## src/rtl/memory_stage_if.sv

```systemverilog
// rtl/memory_stage_if.sv - data-memory bus between the memory stage and the data memory
// The memory stage is the master; the memory (or its model) is the slave.
interface memory_stage_if;
  logic        dmem_req_o;
  logic        dmem_we_o;
  logic [63:0] dmem_addr_o;
  logic [63:0] dmem_wdata_o;
  logic        dmem_ack_i;
  logic [63:0] dmem_rdata_i;
  logic        dmem_err_i;

  modport master (
    output dmem_req_o, dmem_we_o, dmem_addr_o, dmem_wdata_o,
    input  dmem_ack_i, dmem_rdata_i, dmem_err_i
  );

  modport slave (
    input  dmem_req_o, dmem_we_o, dmem_addr_o, dmem_wdata_o,
    output dmem_ack_i, dmem_rdata_i, dmem_err_i
  );
endinterface

```

## src/rtl/memory_stage.sv

```systemverilog
// rtl/memory_stage.sv - Y86-64 memory stage: M pipeline register plus request/ack data-bus FSM
// Optional DMEM_ALIGN_CHECK_EN: misaligned accesses fault with SADR instead of reaching the bus.
module memory_stage (
  input  logic        clk_i,
  input  logic        rst_i,
  input  logic [2:0]  E_stat_i,
  input  logic [3:0]  E_icode_i,
  input  logic        e_Cnd_i,
  input  logic [63:0] e_valE_i,
  input  logic [63:0] e_valA_i,
  input  logic [3:0]  e_dstE_i,
  input  logic [3:0]  e_dstM_i,
  input  logic        M_bubble_i,
  output logic [3:0]  M_icode_o,
  output logic        M_Cnd_o,
  output logic [63:0] M_valE_o,
  output logic [63:0] M_valA_o,
  output logic [3:0]  M_dstE_o,
  output logic [3:0]  M_dstM_o,
  output logic [63:0] m_valM_o,
  output logic [2:0]  m_stat_o,
  output logic        mem_busy_o,
  memory_stage_if.master dmem
);
  localparam logic [3:0] INOP    = 4'h1;
  localparam logic [3:0] IRMMOVQ = 4'h4;
  localparam logic [3:0] IMRMOVQ = 4'h5;
  localparam logic [3:0] ICALL   = 4'h8;
  localparam logic [3:0] IRET    = 4'h9;
  localparam logic [3:0] IPUSHQ  = 4'hA;
  localparam logic [3:0] IPOPQ   = 4'hB;
  localparam logic [3:0] RNONE   = 4'hF;
  localparam logic [2:0] SAOK    = 3'd1;
  localparam logic [2:0] SADR    = 3'd2;

  typedef enum logic [1:0] {IDLE, REQ, DONE} state_t;

  state_t      state;
  logic [2:0]  M_stat;
  logic [63:0] cap_data;
  logic        cap_err;
  logic        is_read, is_write, is_access, misaligned, start;

  assign is_read   = (M_icode_o == IMRMOVQ) || (M_icode_o == IPOPQ) || (M_icode_o == IRET);
  assign is_write  = (M_icode_o == IRMMOVQ) || (M_icode_o == IPUSHQ) || (M_icode_o == ICALL);
  assign is_access = is_read || is_write;

  // Pops and returns read through the stack pointer carried in valA.
  assign dmem.dmem_addr_o  = ((M_icode_o == IPOPQ) || (M_icode_o == IRET)) ? M_valA_o : M_valE_o;
  assign dmem.dmem_wdata_o = M_valA_o;
  assign dmem.dmem_we_o    = is_write;
  assign dmem.dmem_req_o   = (state == REQ);

`ifdef DMEM_ALIGN_CHECK_EN
  assign misaligned = is_access && (M_stat == SAOK) && (dmem.dmem_addr_o[2:0] != 3'd0);
`else
  assign misaligned = 1'b0;
`endif

  assign start      = is_access && (M_stat == SAOK) && !misaligned;
  assign mem_busy_o = ((state == IDLE) && start) || (state == REQ);
  assign m_valM_o   = ((state == DONE) && is_read) ? cap_data : 64'd0;
  assign m_stat_o   = (((state == DONE) && cap_err) || misaligned) ? SADR : M_stat;

  // Stall wins over bubble: the M register only moves when the bus is quiet.
  always_ff @(posedge clk_i or posedge rst_i) begin
    if (rst_i) begin
      M_stat    <= SAOK;
      M_icode_o <= INOP;
      M_Cnd_o   <= 1'b0;
      M_valE_o  <= 64'd0;
      M_valA_o  <= 64'd0;
      M_dstE_o  <= RNONE;
      M_dstM_o  <= RNONE;
    end else if (!mem_busy_o) begin
      if (M_bubble_i) begin
        M_stat    <= SAOK;
        M_icode_o <= INOP;
        M_Cnd_o   <= 1'b0;
        M_valE_o  <= 64'd0;
        M_valA_o  <= 64'd0;
        M_dstE_o  <= RNONE;
        M_dstM_o  <= RNONE;
      end else begin
        M_stat    <= E_stat_i;
        M_icode_o <= E_icode_i;
        M_Cnd_o   <= e_Cnd_i;
        M_valE_o  <= e_valE_i;
        M_valA_o  <= e_valA_i;
        M_dstE_o  <= e_dstE_i;
        M_dstM_o  <= e_dstM_i;
      end
    end
  end

  always_ff @(posedge clk_i or posedge rst_i) begin
    if (rst_i) begin
      state    <= IDLE;
      cap_data <= 64'd0;
      cap_err  <= 1'b0;
    end else begin
      case (state)
        IDLE: if (start) state <= REQ;
        REQ: begin
          if (dmem.dmem_ack_i) begin
            cap_data <= is_read ? dmem.dmem_rdata_i : 64'd0;
            cap_err  <= dmem.dmem_err_i;
            state    <= DONE;
          end
        end
        DONE: begin
          cap_data <= 64'd0;
          cap_err  <= 1'b0;
          state    <= IDLE;
        end
        default: state <= IDLE;
      endcase
    end
  end
endmodule
```

## src/flat_wrapper.sv

```systemverilog
// flat-port wrapper written by rule: the top's interface ports become plain ports
module memory_stage_flat 
  (clk_i, rst_i, E_stat_i, E_icode_i, e_Cnd_i, e_valE_i, e_valA_i, e_dstE_i, e_dstM_i, M_bubble_i, M_icode_o, M_Cnd_o, M_valE_o, M_valA_o, M_dstE_o, M_dstM_o, m_valM_o, m_stat_o, mem_busy_o, dmem_dmem_req_o, dmem_dmem_we_o, dmem_dmem_addr_o, dmem_dmem_wdata_o, dmem_dmem_ack_i, dmem_dmem_rdata_i, dmem_dmem_err_i);
  memory_stage_if dmem_i ();
  input  logic clk_i;
  input  logic rst_i;
  input  logic [2:0] E_stat_i;
  input  logic [3:0] E_icode_i;
  input  logic e_Cnd_i;
  input  logic [63:0] e_valE_i;
  input  logic [63:0] e_valA_i;
  input  logic [3:0] e_dstE_i;
  input  logic [3:0] e_dstM_i;
  input  logic M_bubble_i;
  output logic [3:0] M_icode_o;
  output logic M_Cnd_o;
  output logic [63:0] M_valE_o;
  output logic [63:0] M_valA_o;
  output logic [3:0] M_dstE_o;
  output logic [3:0] M_dstM_o;
  output logic [63:0] m_valM_o;
  output logic [2:0] m_stat_o;
  output logic mem_busy_o;
  output wire logic [$bits(dmem_i.dmem_req_o)-1:0] dmem_dmem_req_o;
  output wire logic [$bits(dmem_i.dmem_we_o)-1:0] dmem_dmem_we_o;
  output wire logic [$bits(dmem_i.dmem_addr_o)-1:0] dmem_dmem_addr_o;
  output wire logic [$bits(dmem_i.dmem_wdata_o)-1:0] dmem_dmem_wdata_o;
  input wire logic [$bits(dmem_i.dmem_ack_i)-1:0] dmem_dmem_ack_i;
  input wire logic [$bits(dmem_i.dmem_rdata_i)-1:0] dmem_dmem_rdata_i;
  input wire logic [$bits(dmem_i.dmem_err_i)-1:0] dmem_dmem_err_i;
  assign dmem_dmem_req_o = dmem_i.dmem_req_o;
  assign dmem_dmem_we_o = dmem_i.dmem_we_o;
  assign dmem_dmem_addr_o = dmem_i.dmem_addr_o;
  assign dmem_dmem_wdata_o = dmem_i.dmem_wdata_o;
  assign dmem_i.dmem_ack_i = dmem_dmem_ack_i;
  assign dmem_i.dmem_rdata_i = dmem_dmem_rdata_i;
  assign dmem_i.dmem_err_i = dmem_dmem_err_i;
  memory_stage u_core (.clk_i(clk_i), .rst_i(rst_i), .E_stat_i(E_stat_i), .E_icode_i(E_icode_i), .e_Cnd_i(e_Cnd_i), .e_valE_i(e_valE_i), .e_valA_i(e_valA_i), .e_dstE_i(e_dstE_i), .e_dstM_i(e_dstM_i), .M_bubble_i(M_bubble_i), .M_icode_o(M_icode_o), .M_Cnd_o(M_Cnd_o), .M_valE_o(M_valE_o), .M_valA_o(M_valA_o), .M_dstE_o(M_dstE_o), .M_dstM_o(M_dstM_o), .m_valM_o(m_valM_o), .m_stat_o(m_stat_o), .mem_busy_o(mem_busy_o), .dmem(dmem_i));
endmodule
```

## config.mk

```make
export PLATFORM = sky130hd
export DESIGN_NAME = memory_stage_flat
export DESIGN_NICKNAME = d
export VERILOG_FILES = /design/src/rtl/memory_stage_if.sv /design/src/rtl/memory_stage.sv /design/src/flat_wrapper.sv
export SDC_FILE = /design/constraint.sdc
export NUM_CORES = 1
export LEC_CHECK = 0
export ABC_AREA = 0
export BUFFER_PORTS_ARGS = -buffer_cell sky130_fd_sc_hd__buf_2
export CORE_AREA = 3 3 216 218
export DETAILED_ROUTE_END_ITERATION = 16
export DIE_AREA = 0 0 219 221
export RECOVER_POWER = 25
export SLEW_MARGIN = 20
export SYNTH_ARGS = -nofsm -noshare
export SYNTH_HDL_FRONTEND = slang
export SYNTH_SLANG_ARGS = --single-unit
```

## constraint.sdc

```tcl
create_clock -name clk_i -period 8.35 [get_ports clk_i]
set_clock_uncertainty 0.15 [all_clocks]
set_input_delay 0.4175 -clock clk_i [delete_from_list [all_inputs] [get_ports clk_i]]
set_output_delay 0.4175 -clock clk_i [all_outputs]
set_load 0.05 [all_outputs]
```

==> impl_metrics.json, run 1 <==
{
  "synthAdderAreaFrac_pct": 0,
  "synth_area_leaders": "dfrtp_1, a22o_1, mux2_2, buf_4, and2_1",
  "nets": 1586,
  "die_h_um": 221,
  "synth_compound_area_share_pct": 20.2,
  "fmax_ghz": 0.286,
  "p_clk_share_pct": 17.4,
  "p_per_area_nw_per_um2": 478,
  "worst_ep_arrival_time_ps": 3910,
  "synth_top_family_by_area": "compound AO/OA/AOI/OAI gates",
  "cts_resized": 0,
  "drive_above_1_share_pct": 41.2,
  "gp_congestion": 0.851,
  "final-setup-viol-count": 0,
  "yosys.area.top_type": "dfrtp_1",
  "fp-row-count": 78,
  "synth_nets": 907,
  "finalCritPeriodShare_pct": 41.9,
  "routed_wl_mm": 35.4,
  "via_count": 8666,
  "rsz0062_at_grt": "false",
  "synth_xor_area_share_pct": 0,
  "crit_type": "in -> async",
  "synthMuxAreaShare_pct": 7.86,
  "antenna_found_initial": 2,
  "ir_drop_mv": 0.517,
  "die_w_um": 219,
  "dr.first_iter.drc_count": 396,
  "dr.pass1.iters": 4,
  "critPathCaptureType": "asynchronous set/reset pin",
  "critPathMaxStageDelay_ps": 1840,
  "hp-class": "in -> reg",
  "crit_fanout": 71,
  "syn_area_um2": 9170,
  "wl_per_cell_um": 17.7,
  "tightestPinTransition_ps": 3290,
  "hold_viol_final": 0,
  "outcome": "complete, but fails checks",
  "ys_warn_count": 0,
  "cts_buffers": 26,
  "swShare_pct": 55.0,
  "yosys.area.top_type_share_pct": 54.9,
  "cts_tree": "done",
  "p_int_uw": 3210,
  "violations": "max-capacitance violations, max-slew violations",
  "worstSetupStartpointType": "primary input",
  "drc_errors": 0,
  "grt.total_usage_pct": 13.7,
  "port_buffers": 551,
  "core_um2": 45100,
  "final_core_util_pct": 33.2,
  "p_switching_uw": 3930,
  "clock_latency_ps": 530,
  "grt_max_degree": 79,
  "relSlewSlack_pct": -121,
  "ios": 552,
  "synth_seq_cells": 211,
  "place_hpwl_mm": 23.2,
  "die-area_um2": 48400,
  "comb_power_share_pct": 56.0,
  "seqPwrFrac_pct": 26.7,
  "syn_avg_cell_area_um2": 13.2,
  "synth_simple_gate_area_share_pct": 5.98,
  "leakagePower_uw": 0.00763,
  "yosysUniqueCellTypes": 25,
  "drv_slew": 72,
  "path_clk_slew_ps": 60,
  "cpLargestDelayFamily": "buffers and inverters",
  "grt-ovfl-total": 0,
  "path_cells": "dlygate4sd3_1, clkbuf_2, clkinvlp_2, buf_4",
  "final_antenna_net_count": 0,
  "syn_inst": 694,
  "cp_data_required_time_ps": 8760,
  "setup_tns_ps": 0,
  "final_cell_mix": "buf_2, dlygate4sd3_1, dfrtp_1",
  "whs_ps": 50.0,
  "start_util_pct": 20.3,
  "slowest_stage": "clkinvlp_2",
  "grt_pass1_wl_mm": 53.1,
  "final_common_cell": "buf_2",
  "ys_seq_area_share_pct": 57.7,
  "post_drt_via_cell_ratio": 4.35,
  "cts_max_level": 1,
  "drv_cap": 1,
  "grt_pass1_vias": 9135,
  "cts_root_buf": "clkbuf_16",
  "cp.buffers_inverters": 4,
  "cts.sinks": 211,
  "cts_buffer_depth": 3,
  "syn_to_final_growth_pct": 63.1,
  "finalCriticalPeriod_ps": 3500
}
## stage by stage
stage	std cells	worst slack (ps)	cell area (um^2)	power, uW
final	1994	4850	14900	7150
after global routing	1993	4220	14900	7430
after CTS	1993	5000	15100	7240
after detailed placement	1735	5330	12000	5870
after global placement	1735	5360	12000	5840
after floorplan	694	2030	9170	5070
## layout make-up
type,instances,area (um^2)
Inverter,3,15.0
Clock inverter,8,171
Tap cell,600,751
Sequential cell,211,5290
Clock buffer,40,785
Antenna cell,1,2.50
Fill cell,4517,30100
Multi-Input combinational cell,362,3140
Timing Repair Buffer,769,4790
## synthesized netlist by cell type
cell and number:
nand2b_1 2, nor2_8 1, o21ai_0 1, nor3b_2 1, mux2_2 64, dfrtp_1 201
o211a_2 1, nor2b_1 2, nor3_4 1, o211ai_1 1, nand2_1 3, dfstp_2 10
buf_2 42, clkbuf_1 11, o22a_1 10, a22o_1 199, and2_1 67, nor3b_1 1
buf_4 65, nand3_1 1, inv_2 2, nor2_1 5, nor2_2 1, inv_1 1
or3_1 1
## sequential cells by signal, summed over array words and instances (netlist names)
name / count
u_core.M_Cnd_o: 1
u_core.M_dstE_o: 4
u_core.M_dstM_o: 4
u_core.M_icode_o: 4
u_core.M_stat: 3
u_core.M_valA_o: 64
u_core.M_valE_o: 64
u_core.cap_data: 64
u_core.cap_err: 1
u_core.state: 2
## worst register-to-register path, stage by stage, from the launching register on
cell     delay (ps)
dfstp_1         540
nor3b_1         270
o211a_2         350
nor2_8           80
inv_4           450
buf_4           860
a22o_1          310
## worst paths after layout
path / start / end / slack [ps] / depth (start not counted)
min: E_icode_i[2] / u_core.M_icode_o[2] / 50 / 2
max in group clk_i: u_core.M_icode_o[3] / dmem_dmem_addr_o[20] / 5040 / 4
min reg2reg: u_core.cap_data[1] / u_core.cap_data[1] / 340 / 1
max: rst_i / u_core.M_valE_o[27] / 4850 / 4
max reg2reg: u_core.M_stat[0] / u_core.M_valA_o[6] / 5270 / 6
min in group asynchronous: rst_i / u_core.M_valA_o[11] / 1250 / 3
## layer usage
layer	GRT usage (%)	up-vias	wire (um)
li1	-	3860	-
met1	15.7	4293	13600
met2	24.2	424	17700
met3	3.24	87	2530
met4	5.48	2	1490
met5	0	-	13
## timing repair
action,CTS,global route
buffers inserted,0,0
hold endpoints to repair,278,0
hold buffers,210,0
## power groups by stage
stage | registers, uW | logic [uW] | clock network [uW]
after floorplan | 2780 | 2290 | 0
after detailed placement | 1890 | 3990 | 0
after global placement | 1890 | 3960 | 0
after global routing | 1960 | 4150 | 1320
final | 1910 | 4000 | 1240
after CTS | 1890 | 4070 | 1280
## logic make-up (layout without fill, tap and decap cells)
| family | count (synthesis) | in the layout |
|---|---|---|
| AOI/OAI and AO/OA | 212 | 212 |
| muxes | 64 | 64 |
| other | 0 | 1 |
| and+or+nand+nor | 86 | 86 |
| buffers and inverters | 121 | 820 |
| DFF | 211 | 211 |
(Power assumes the default switching activity.)
==> inputs of run 2 (changes only) <==
--- a/config.mk
+++ b/config.mk
@@ -5,7 +5,7 @@
 export SDC_FILE = /design/constraint.sdc
 export NUM_CORES = 1
 export LEC_CHECK = 0
-export ABC_AREA = 0
+export ABC_AREA = 1
 export BUFFER_PORTS_ARGS = -buffer_cell sky130_fd_sc_hd__buf_2
 export CORE_AREA = 3 3 216 218
 export DETAILED_ROUTE_END_ITERATION = 16
==> constraint.sdc (replaced) <==
create_clock -name clk_i -period 3.45 [get_ports clk_i]
set_clock_uncertainty 0.15 [all_clocks]
set_input_delay 0.1725 -clock clk_i [delete_from_list [all_inputs] [get_ports clk_i]]
set_output_delay 0.1725 -clock clk_i [all_outputs]
set_load 0.05 [all_outputs]
==> impl_metrics.json, run 2 <==
{
  "p_per_area_nw_per_um2": 949,
  "min_from": "M_bubble_i",
  "r2r_setup_slack_ps": 870,
  "p_int_uw": 6930,
  "finalCritPeriodShare_pct": 94.2,
  "cts_tree": "done",
  "ir_drop_mv": 1.10,
  "dr.pass1.iters": 6,
  "drc_errors": 0,
  "port_buffers": 551,
  "drive_above_1_share_pct": 25.6,
  "cts.sinks": 211,
  "leakagePower_uw": 0.0106,
  "cp_data_required_time_ps": 3130,
  "whs_ps": 25.5,
  "slowest_stage": "nand2_4",
  "p_switching_uw": 9670,
  "synth_area_leaders": "dfrtp_1, nand2_1, nand3_1, inv_1, nor2_1",
  "ys_seq_area_share_pct": 44.7,
  "p_clk_share_pct": 15.0,
  "reg2reg_to": "u_core.cap_data[59]",
  "path_clk_slew_ps": 60,
  "syn_area_um2": 11800,
  "cts_root_buf": "clkbuf_16",
  "crit_fanout": 64,
  "crit_top_cell": "nand2_1",
  "grt_pass1_vias": 12800,
  "r2r_cells": 7,
  "synth_nets": 1995,
  "cp.buffers_inverters": 2,
  "grt_pass1_wl_mm": 72.1,
  "via_count": 13200,
  "relSlewSlack_pct": -10.7,
  "synth_simple_gate_area_share_pct": 38.1,
  "cts_buffers": 25,
  "crit_type": "reg -> out",
  "grt.total_usage_pct": 18.4,
  "final_antenna_net_count": 0,
  "seqPwrFrac_pct": 26.6,
  "worstSetupStartpointType": "flip-flop",
  "die_h_um": 221,
  "dr.first_iter.drc_count": 1151,
  "grt-ovfl-total": 0,
  "finalCriticalPeriod_ps": 3250,
  "wl_per_cell_um": 15.4,
  "synthMuxAreaShare_pct": 0,
  "setup_tns_ps": 0,
  "reg2reg_from": "u_core.M_icode_o[2]",
  "cts_buffer_depth": 3,
  "outcome": "complete, but fails checks",
  "clock_latency_ps": 540,
  "cts_resized": 0,
  "core_um2": 45100,
  "fmax_ghz": 0.308,
  "violations": "max-capacitance violations, max-slew violations",
  "ys_warn_count": 0,
  "cts_setup_buffers": 0,
  "largestRegisters": "u_core.M_valA_o x64, u_core.M_valE_o x64, u_core.cap_data x64",
  "tightestPinTransition_ps": 1650,
  "synthArstFlopShare_pct": 100,
  "ys.flop_type": "dfrtp_1",
  "yosys.area.top_type_share_pct": 42.5,
  "syn_inst": 1782,
  "drv_slew": 35,
  "hp-class": "in -> reg",
  "critPathCaptureType": "primary output",
  "yosysUniqueCellTypes": 17,
  "nets": 2635,
  "place_hpwl_mm": 31.8,
  "pre_cts_slack_ps": 780,
  "synth_xor_area_share_pct": 0,
  "synthAdderAreaFrac_pct": 0,
  "post-synth-top-count-cell": "nand2_1",
  "synth_compound_area_share_pct": 0.0423,
  "worst_ep_arrival_time_ps": 2930,
  "cts_max_level": 1,
  "syn_to_final_growth_pct": 47.7,
  "final_cell_mix": "nand2_1, buf_2, inv_1",
  "yosys.area.top_type": "dfrtp_1",
  "synthTopCellsByCount": "nand2_1, inv_1, nor2_1",
  "fill_cells": 4636,
  "swShare_pct": 58.2,
  "path_cells": "nor2_4, buf_4, nand2_4, nand2_1, nand2_1, buf_2",
  "synth_top_family_by_area": "simple AND/OR/NAND/NOR gates",
  "post_drt_via_cell_ratio": 4.35,
  "final-instance-count-excl-fill": 3039,
  "cpLargestDelayFamily": "simple AND/OR/NAND/NOR gates",
  "final-setup-viol-count": 0,
  "start_util_pct": 26.3,
  "syn_avg_cell_area_um2": 6.64,
  "critPathMaxStageDelay_ps": 650,
  "grt_max_degree": 146,
  "drv_cap": 2,
  "fin_ws_ps": 200,
  "antenna_found_initial": 2,
  "synth_edf_count": 0,
  "synth_seq_cells": 211,
  "die_w_um": 219,
  "gp_congestion": 0.878,
  "fp-row-count": 78,
  "hold_viol_final": 0,
  "final_common_cell": "nand2_1",
  "comb_power_share_pct": 58.4,
  "holdPathStages": 4,
  "ios": 552,
  "rsz0062_at_grt": "false",
  "worstHoldEndpoint": "u_core.M_icode_o[2]",
  "die-area_um2": 48400,
  "placedCellCount": 2781,
  "routed_wl_mm": 46.7
}
-- run 2: cell count changes in the layout (fill, tap and decap cells not counted), sizes merged, moves of 64 or more --
cell	change
nand2	+622
inv	+273
nor2	+260
nand3	+214
a22o	-199
buf	+105
clkbuf	-93
and2	-67
mux2	-64
-- run 2: what timing repair did --
item / CTS / global route
setup endpoints to repair: 0 / 0
hold endpoints to repair: 235 / 0
hold buffers: 214 / 0
-- run 2: worst max path at each step --
stage               cells after the start  slack (ps)                start                    to
floorplan                               1         390                rst_i        u_core.M_Cnd_o
global placement                        6         870  u_core.M_icode_o[2]  dmem_dmem_addr_o[35]
detailed placement                      6         780  u_core.M_icode_o[2]  dmem_dmem_addr_o[25]
CTS                                     6         180  u_core.M_icode_o[2]  dmem_dmem_addr_o[25]
global route                            7          20  u_core.M_icode_o[3]  dmem_dmem_addr_o[62]
finish                                  6         200  u_core.M_icode_o[2]  dmem_dmem_addr_o[25]
-- run 2: worst min-delay path: cells and delay by family --
kind	cells	cell delay [ps]
AND/OR/NAND/NOR	3	280
buffers and inverters	1	210
-- run 2: power by group through the flow --
stage                     clock [uW]  combinational [uW]  sequential [uW]
after CTS                       2590                9750             4410
after global placement             0                9500             4400
after global routing            2690               10300             4530
after floorplan                    0                5540             6190
final                           2500                9680             4410
after detailed placement           0                9560             4430
-- run 2: cells by family after synthesis --
family,after synthesis
buffers and inverters,451
AO/OA/AOI/OAI,1
flip-flops,211
AND/OR/NAND/NOR,1119
-- run 2: through the flow --
| step | utilization [%] | power (uW) | cell area [um^2] |
|---|---|---|---|
| floorplan | - | 11700 | 11800 |
| global route | 38.8 | 17600 | 17500 |
| detailed placement | 32.5 | 14000 | 14600 |
| finish | 38.8 | 16600 | 17500 |
| CTS | 38.9 | 16700 | 17500 |
| global placement | 32.5 | 13900 | 14600 |
-- run 2: cell type report --
type                    instances  area [um^2]  share of cell area (%)
clock inverters                 5         31.3                   0.179
repair buffers                787         5080                    29.1
inverters                     277         1040                    5.97
well taps                     600          751                    4.29
multi-input cells            1120         4540                    26.0
diodes                          1         2.50                  0.0143
clock buffers                  38          734                    4.20
flip-flops and latches        211         5300                    30.3
-- run 2: per-layer routing --
metal	up-vias	part of all wire, %	global-route usage, %
met3	79	7.4	3.06
met5	-	0.028	0
met4	2	3.3	6.40
li1	6432	-	-
met2	607	48	31.6
met1	6104	42	23.4
==> inputs of run 3 (changes only) <==
--- a/config.mk
+++ b/config.mk
@@ -5,7 +5,6 @@
 export SDC_FILE = /design/constraint.sdc
 export NUM_CORES = 1
 export LEC_CHECK = 0
-export ABC_AREA = 1
 export BUFFER_PORTS_ARGS = -buffer_cell sky130_fd_sc_hd__buf_2
 export CORE_AREA = 3 3 216 218
 export DETAILED_ROUTE_END_ITERATION = 16
==> impl_metrics.json, run 3 (synthesis results as in run 1) <==
{
  "design_area_um2": 15000,
  "syn_to_final_growth_pct": 64.1,
  "grt.total_usage_pct": 13.2,
  "crit_type": "reg -> out",
  "cts_buffer_depth": 3,
  "via_count": 8526,
  "finalCriticalPeriod_ps": 3000,
  "die_h_um": 221,
  "cts_tree": "done",
  "wl_per_cell_um": 17.3,
  "routed_wl_mm": 34.5,
  "slowest_stage": "nand2_4",
  "critPathMaxStageDelay_ps": 580,
  "cp.buffers_inverters": 1,
  "worstSetupStartpointType": "flip-flop",
  "clock_latency_ps": 520,
  "setup_tns_ps": 0,
  "core_um2": 45100,
  "finalCritPeriodShare_pct": 86.9,
  "nets": 1596,
  "drv_slew": 35,
  "ios": 552,
  "hold_viol_final": 0,
  "leakagePower_uw": 0.00795,
  "grt_pass1_wl_mm": 51.2,
  "fp-row-count": 78,
  "port_buffers": 551,
  "place_area_um2": 12200,
  "fmax_ghz": 0.334,
  "drc_errors": 0,
  "grt_max_degree": 97,
  "cts_resized": 0,
  "p_per_area_nw_per_um2": 1140,
  "fill_cells": 4435,
  "place_hpwl_mm": 23.4,
  "cts_max_level": 1,
  "insertedDiodeCount": 0,
  "crit_fanout": 64,
  "drive_above_1_share_pct": 47.6,
  "die_w_um": 219,
  "outcome": "complete, but fails checks",
  "antenna_found_initial": 2,
  "critPathCaptureType": "primary output",
  "path_clk_slew_ps": 60,
  "largestRegisters": "u_core.M_valA_o x64, u_core.M_valE_o x64, u_core.cap_data x64",
  "hp-class": "in -> reg",
  "final-setup-viol-count": 0,
  "cpLargestDelayFamily": "simple AND/OR/NAND/NOR gates",
  "dr.pass1.iters": 4,
  "post_drt_via_cell_ratio": 4.26,
  "grt-ovfl-total": 0,
  "cts_buffers": 25,
  "final_antenna_net_count": 0,
  "path_cells": "nor2b_1, nand2_4, mux2_2, buf_2",
  "cp_data_required_time_ps": 3130,
  "worst_ep_arrival_time_ps": 2680,
  "relSlewSlack_pct": -15.4,
  "final_common_cell": "buf_2",
  "cts.sinks": 211,
  "tightestPinTransition_ps": 1720,
  "drv_cap": 1,
  "grt_pass1_vias": 8741,
  "violations": "max-capacitance violations, max-slew violations",
  "gp_congestion": 0.800,
  "final_cell_mix": "buf_2, dlygate4sd3_1, dfrtp_1",
  "ir_drop_mv": 1.42,
  "dr.first_iter.drc_count": 419,
  "start_util_pct": 20.3,
  "die-area_um2": 48400,
  "cts_root_buf": "clkbuf_16",
  "rsz0062_at_grt": "false"
}
## run 3: changes by cell type in the layout (fill, tap and decap cells not counted), sizes merged, moves of 8 or more
cell / before / now
a22o: 0 / 199
or2: 10 / 0
clkbuf: 57 / 65
buf: 554 / 541
nor2: 267 / 7
nand2: 625 / 3
o22a: 0 / 10
mux2: 0 / 64
nand3: 215 / 1
inv: 276 / 3
and2: 0 / 67
## run 3: worst reg2reg max path: stages (launching register included)
cell,delay (ps)
dfstp_1,530
nor3b_1,290
o211a_2,350
nor2_8,80
inv_4,260
buf_4,380
a22o_1,220
## run 3: timing repair
action / 4_1_cts / 5_1_grt
hold endpoints to repair: 239 / 0
hold buffers: 211 / 0
buffers inserted: 0 / 0
## run 3: area by class of cell
cell class / instances / area, um^2 / share of cell area [%]
multi-input combinational: 362 / 3150 / 20.9
timing repair buffer: 780 / 5010 / 33.3
inverter: 3 / 15.0 / 0.0998
clock buffer: 37 / 761 / 5.06
sequential: 211 / 5290 / 35.2
tap: 600 / 751 / 4.99
clock inverter: 7 / 66.3 / 0.441
## run 3: metal layers
metal / vias to the layer above / routed length [um] / global-route usage (%)
li1: 3877 / - / -
met1: 4149 / 13700 / 15.5
met2: 436 / 17100 / 23.3
met3: 62 / 2520 / 2.93
met4: 2 / 1230 / 5.10
met5: - / 13 / 0
## run 3: metrics by stage
step | utilization [%] | hold slack [ps] | total power (uW) | std cells | worst slack [ps]
CTS | 33.5 | 121 | 17200 | 2000 | 434
detailed placement | 27.0 | 241 | 14300 | 1745 | 1000
global route | 33.4 | 120 | 17800 | 2000 | 274
global placement | 27.0 | 236 | 14200 | 1745 | 1120
finish | 33.4 | 104 | 17100 | 2000 | 452
floorplan | - | 132 | 12300 | 694 | 393
## run 3: where the power goes
part	switching (uW)	internal [uW]	total, uW
combinational	7410	2500	9910
sequential	1000	3550	4560
clock	1040	1590	2630
total	9450	7640	17100
## run 3: final timing paths
path	slack [ps]	startpoint	end	cells past startpoint
max in group asynchronous	810	rst_i	u_core.M_valE_o[61]	4
min reg2reg	340	u_core.cap_data[11]	u_core.cap_data[11]	1
max reg2reg	1110	u_core.M_stat[0]	u_core.M_valE_o[11]	6
max	450	u_core.M_icode_o[3]	dmem_dmem_addr_o[24]	4
min	100	M_bubble_i	u_core.M_stat[1]	4
min in group asynchronous	480	rst_i	u_core.M_valA_o[10]	3
